===== src/rtl/coor_update_engine.sv =====
// Walks every coordinate-memory slot once per start: read, step along opcode direction, write back.
// Optional macro COOR_WRAP_EN: edge crossings wrap modulo 2^N instead of respawning from the random inputs.
module coor_update_engine #(
  parameter int N     = 4,
  parameter int OPW   = 2,
  parameter int DEPTH = 8,
  localparam int AW   = $clog2(DEPTH),
  localparam int W    = 2*N + OPW
) (
  input  logic           clock,
  input  logic           reset_n,
  input  logic           start,
  input  logic [N-1:0]   step,
  input  logic [N-1:0]   random_x,
  input  logic [N-1:0]   random_y,
  input  logic [OPW-1:0] random_opcode,
  input  logic [W-1:0]   mem_rd_data,
  output logic [AW-1:0]  mem_addr,
  output logic           mem_rd_en,
  output logic           mem_wr_en,
  output logic [W-1:0]   mem_wr_data,
  output logic           busy,
  output logic           done,
  output logic [AW:0]    respawn_cnt
);

  typedef struct packed {
    logic [N-1:0]   x;
    logic [N-1:0]   y;
    logic [OPW-1:0] op;
  } rec_t;

  typedef enum logic [2:0] {IDLE, READ, LATCH, WRITE, DONE} state_t;

  state_t         state_q, state_d;
  logic [AW-1:0]  i_q;
  logic [N-1:0]   step_q;
  rec_t           rec_q;
  rec_t           upd, new_rec;
  logic [N-1:0]   coord;
  logic [N:0]     arith;
  logic           is_add, respawn_now;
  logic           last_slot;

  assign last_slot = (i_q == AW'(DEPTH-1));

  always_ff @(posedge clock or negedge reset_n) begin
    if (!reset_n) begin
      state_q     <= IDLE;
      i_q         <= '0;
      step_q      <= '0;
      rec_q       <= '0;
      respawn_cnt <= '0;
    end else begin
      state_q <= state_d;
      case (state_q)
        IDLE: if (start) begin
          step_q      <= step;
          i_q         <= '0;
          respawn_cnt <= '0;
        end
        LATCH: rec_q <= rec_t'(mem_rd_data);
        WRITE: begin
          if (respawn_now) respawn_cnt <= respawn_cnt + 1'b1;
          if (!last_slot) i_q <= i_q + 1'b1;
        end
        default: ;
      endcase
    end
  end

  always_comb begin
    state_d = state_q;
    case (state_q)
      IDLE:    if (start) state_d = READ;
      READ:    state_d = LATCH;
      LATCH:   state_d = WRITE;
      WRITE:   state_d = last_slot ? DONE : READ;
      DONE:    state_d = IDLE;
      default: state_d = IDLE;
    endcase
  end

  // Odd opcodes move along x; 01/10 are the increasing directions.
  // Bit N of the widened result is the carry on add and the borrow on subtract.
  always_comb begin
    is_add = rec_q.op[1] ^ rec_q.op[0];
    coord  = rec_q.op[0] ? rec_q.x : rec_q.y;
    arith  = is_add ? ({1'b0, coord} + {1'b0, step_q})
                    : ({1'b0, coord} - {1'b0, step_q});
    upd    = rec_q;
    if (rec_q.op[0]) upd.x = arith[N-1:0];
    else             upd.y = arith[N-1:0];
`ifdef COOR_WRAP_EN
    respawn_now = 1'b0;
    new_rec     = upd;
`else
    respawn_now = (state_q == WRITE) && arith[N];
    new_rec     = arith[N] ? rec_t'({random_x, random_y, random_opcode}) : upd;
`endif
  end

  assign mem_addr    = i_q;
  assign mem_rd_en   = (state_q == READ);
  assign mem_wr_en   = (state_q == WRITE);
  assign mem_wr_data = (state_q == WRITE) ? W'(new_rec) : '0;
  assign busy        = (state_q == READ) || (state_q == LATCH) || (state_q == WRITE);
  assign done        = (state_q == DONE);

endmodule


===== config.mk =====
export PLATFORM = sky130hd
export DESIGN_NAME = coor_update_engine
export DESIGN_NICKNAME = d
export VERILOG_FILES = /design/src/rtl/coor_update_engine.sv
export SDC_FILE = /design/constraint.sdc
export NUM_CORES = 1
export LEC_CHECK = 0
export ABC_CLOCK_PERIOD_IN_PS = 4800
export CORE_MARGIN = 1
export CORE_UTILIZATION = 46
export DETAILED_ROUTE_END_ITERATION = 12
export PLACE_DENSITY = 0.79
export SLEW_MARGIN = 20
export SYNTH_ARGS = -nofsm -noshare
export SYNTH_HDL_FRONTEND = slang
export SYNTH_SLANG_ARGS = --single-unit

===== constraint.sdc =====
create_clock -name clock -period 4.8 [get_ports clock]
set_clock_uncertainty 0.05 [all_clocks]
set_input_delay 1.44 -clock clock [delete_from_list [all_inputs] [get_ports clock]]
set_output_delay 1.44 -clock clock [all_outputs]
set_load 0.01 [all_outputs]

# After elaboration in Yosys (flattened, before gate mapping)
# Cells that the tools add are included.
# word_totals
regBits,24
inputBits,27
out_inout_bits,21
word_cells,43
# classes
addsub,4
eq_ne,8
mux,15
bitwise,1
reduce_logical,8
# op_table
operator,n
two-way mux 10 bit,2
two-way mux 4 bit,5
two-way mux 3 bit,4
case mux 3 bit (4 select lines),1
case mux 4 bit (2 select lines),1
"== test 3 x 2 -> 1 bit, second input constant",2
"== test 3 bit, second input constant",2
case mux 3 bit (2 select lines),1
AND reduction 3 bit,2
adder 4 x 4 -> 5 bit,1
two-way mux 5 bit,1
subtractor 4 x 4 -> 5 bit,1
"adder 4 x 1 -> 4 bit, second input constant",1
"inequality test 2 bit, second input constant",2
"adder 3 x 1 -> 3 bit, second input constant",1
"== test 3 x 1 -> 1 bit, second input constant",1
logical NOT 3 bit,1
logical OR 1 bit,2
"inequality test 2 x 1 -> 1 bit, second input constant",1
AND reduction 2 bit,1
nonzero test 2 bit,1
logical AND 1 bit,1
XOR 1 bit,1

# Depth between registers and ports, before layout
# logic_depth
word_depth,6
ltp_mapped,12
mapped_depth_nobuf,10

# Worst setup path after synthesis
# OpenSTA, ideal clock, no wires.
# synth_path
path_kind,reg2out
start,register rec_q[0] (netlist name)
end,output mem_wr_data[4]
arrival_ps,2688
t_required_ps,3310
slack_ps,622
path_stages_with_launch,13
cell_sequence,dfrtp_1 > buf_6 > clkbuf_1 > mux2_2 > ha_1 > inv_1 > fa_1 > nand2b_1 > a21oi_1 > xnor2_2 > buf_4 > nor2_1 > a311oi_1
# synth_between
elab_chain_len,6
word_cells_on_any_way,8
classes_between,2 x add/sub; 5 x mux; 1 x bitwise
# synth_lines
item,line_no,source
from (decl),38,rec_t rec_q;
from (signal assigned),62,LATCH: rec_q <= rec_t'(mem_rd_data);
two-way mux 4 bit,88,coord = rec_q.op[0] ? rec_q.x : rec_q.y;
subtractor 4 x 4 -> 5 bit or adder 4 x 4 -> 5 bit (tied branches),"90, 89",
two-way mux 5 bit,89,"arith = is_add ? ({1'b0, coord} + {1'b0, step_q})"
two-way mux 4 bit,92,if (rec_q.op[0]) upd.x = arith[N-1:0];
two-way mux 10 bit (*),99,"new_rec = arith[N] ? rec_t'({random_x, random_y, random_opcode}) : upd;"
two-way mux 10 bit (*),106,assign mem_wr_data = (state_q == WRITE) ? W'(new_rec) : '0;
to (decl),21,"output logic [W-1:0] mem_wr_data,"
# Mark *: on every way between the ends. The rest lies on a longest branch, timed or not.

# Worst setup path in the final report
# layout_path
start,register rec_q[0] (netlist name)
end,output mem_wr_data[2]
# The elaborated chain is that of the path after synthesis.

==> metrics.md <==
| Metric | Value |
|---|---|
| Max-Cap Viols | 0 |
| Placer Congestion | 0.749 |
| Crit end category | primary output |
| Vias post-DR | 1282 |
| Die area | 3580 um^2 |
| Final WL | 3540 um |
| CTS Hold Bufs | 0 |
| Starting DRT DRC Count | 26 |
| Yosys cell types | 38 |
| ANT cells | 0 |
| Clock Path Buffers | 2 |
| Synth warn | 0 |
| CTS Buf Count | 3 |
| Max-slew violations | 0 |
| RR Endpoint | respawn_cnt[3]$_DFFE_PN0P_ |
| Clock tree sinks | 24 |
| Slew Limit Headroom | 63.5% |
| Port bufs | 47 |
| Vias in the first global route | 1321 |
| Number of enable flip-flop cells after synthesis | 0 |
| Req. time, crit path | 3310 ps |
| Reg clk slew, reported paths | 130 ps |
| Period utilization | 95.2% |
| Detail Route Antenna Nets | 0 |
| Final #Nets | 235 |
| Arrival @ worst endpoint | 3080 ps |
| Seq cells post-synth | 24 |
| Post-synthesis sequential area ratio | 39.1% |
| Total gr overflow | 0 |
| Commonest non-fill, non-tap cell in the layout | clkdlybuf4s50_1 |
| Asr flop ratio synth | 100% |
| Critical Path Sink | mem_wr_data[2] |
| Most frequent cells in the layout | clkdlybuf4s50_1 (36), dfrtp_1 (22), mux2_2 (19), nor2_1 (19) |
| Status | completed |
| Worst r2r src | rec_q[0]$_DFFE_PN0P_ |
| Pre-antenna DRT Iters | 4 |
| H-Tree Depth | 1 |
| Synthesized area | 1540 um^2 |
| Worst Setup Path Type | reg -> out |
| Worst-margin pin slew | 548 ps |
| Initial core utilization | 49.5% |
| CP Launch Point | rec_q[0]$_DFFE_PN0P_ |
| Drc violations | 0 |
| CP startpoint kind | flop |
| Syn Inst Count | 146 |
| CP max FO | 8 |
| Number of fill cells | 259 |
| Ratio of cells with drive above 1 in the final layout | 21.2% |
| FMAX | 219 MHz |
| Synth Net Count | 182 |
| Post-route setup TNS | 0 ps |
| Flop2flop setup slack | 2020 ps |
| TritonCTS clock tree | yes |
| Core Rows | 20 |
| Fin util | 70.9% |
| First-pass GRT wire length | 5750 um |
| Wire per inst | 14.6 um |
| Hold Crit Depth | 1 |
| # IOs | 48 |
| Final setup violation count | 0 |
| Core area | 3100 um^2 |
| Largest net degree at the start of global routing | 25 |
| Syn avg cell area | 10.5 um^2 |
| Clk Latency, worst-skew pair | 330 ps |
| Via density | 5.30 |
| GR Util All Layers | 21.6% |
| Most used DFF post-synth | dfrtp_1 |
| Die Wd | 59.8 um |
| Final Hold Viols | 0 |
| Antenna violations before repair | 0 |
| Root Driver | clkbuf_4 |
| RSZ-0062 raised after global routing | false |
| Fin crit period | 4570 ps |
| Die height | 59.8 um |
| Area growth syn-to-layout | 43.2% |
| Worst min path class | reg -> reg |
| R2R depth | 10 |
| Hpwl dp | 2600 um |
[flip-flops by register name (all words and copies together), names as in the netlist]
signal       flops
state_q          3
respawn_cnt      4
rec_q           10
mem_addr         3
step_q           4
[timing repair]
| action | 4_1_cts | 5_1_grt |
|---|---|---|
| pin swaps | 1 | 0 |
| cloned | 0 | 0 |
| buffers inserted | 3 | 1 |
| endpoints found under the setup margin | 10 | 10 |
| resized for setup | 6 | 15 |
[through the flow]
stage                     hold slack, ps  std cells  instance area, um^2  setup WS, ps
after CTS                            501        241                 2150          10.7
after floorplan                      447        146                 1540           622
final                                499        242                 2200           230
after global placement               460        234                 2050           169
after detailed placement             469        234                 2050          43.6
after global routing                 540        242                 2200          50.6
[critical path: stages, from the launching register on]
cell      delay, ps
dfrtp_2         510
xor2_4          190
mux2_2          250
inv_1            60
fa_1            450
nand2b_1        190
a21oi_4         190
xnor2_4         180
buf_12          150
buf_4           110
nor2_1           40
a211oi_1        240
clkbuf_2        190
[layout make-up]
class                   count  area [um^2]  area share (%)
repair buffers             54          556            25.3
multi-input cells         109          907            41.2
inverters                   7         26.3            1.19
well taps                  44         55.1            2.50
clock buffers               3         22.5            1.02
flip-flops and latches     24          603            27.4
clock inverters             1         30.0            1.37
[logic make-up (layout without fill, tap and decap cells)]
kind of cell | after synthesis | in the layout | share of synthesized area [%]
compound gates | 23 | 23 | 9.85
xor+xnor | 6 | 6 | 4.40
flops | 24 | 24 | 39.1
mux | 28 | 28 | 19.8
buf+inv | 13 | 65 | 4.07
fa+ha+maj | 9 | 9 | 7.82
simple gates | 43 | 43 | 15.0
[synthesized netlist by cell type, types with 2 or more instances]
cell type,n,area (um^2)
a21o_1,2,15.0
ha_1,8,100
mux2_2,19,214
o21ai_0,5,25.0
inv_1,6,22.5
xor2_1,2,17.5
nor2b_1,2,12.5
nand3_1,2,10.0
dfrtp_1,24,601
mux2i_1,9,90.1
buf_2,2,10.0
nor3b_1,3,22.5
nand2_1,6,22.5
and2_1,2,12.5
a21oi_1,6,30.0
xnor2_1,2,17.5
nand2b_1,2,12.5
nor2_1,19,71.3
a211oi_1,3,22.5
a22o_1,3,26.3
clkbuf_1,2,7.51
[how the worst min path moves through the flow]
stage	from	end
6_report	mem_addr[1]$_DFFE_PN0P_	mem_addr[1]$_DFFE_PN0P_
5_1_grt	mem_addr[1]$_DFFE_PN0P_	mem_addr[1]$_DFFE_PN0P_
4_1_cts	respawn_cnt[2]$_DFFE_PN0P_	respawn_cnt[2]$_DFFE_PN0P_
3_5_place_dp	mem_addr[1]$_DFFE_PN0P_	mem_addr[1]$_DFFE_PN0P_
3_3_place_gp	mem_addr[2]$_DFFE_PN0P_	mem_addr[2]$_DFFE_PN0P_
2_1_floorplan	rec_q[6]$_DFFE_PN0P_	rec_q[6]$_DFFE_PN0P_
[metal layers]
layer	vias up	part of all wire (%)	GRT usage [%]	wire, um
met5	-	0	0	0
met4	0	1.1	6.98	38
met3	5	5.2	4.11	186
met2	45	53	40.0	1890
met1	614	40	24.7	1430
li1	618	-	-	-
Power is not shown: default switching activity piles up to over one toggle a cycle in this logic, so the estimate is an artifact.
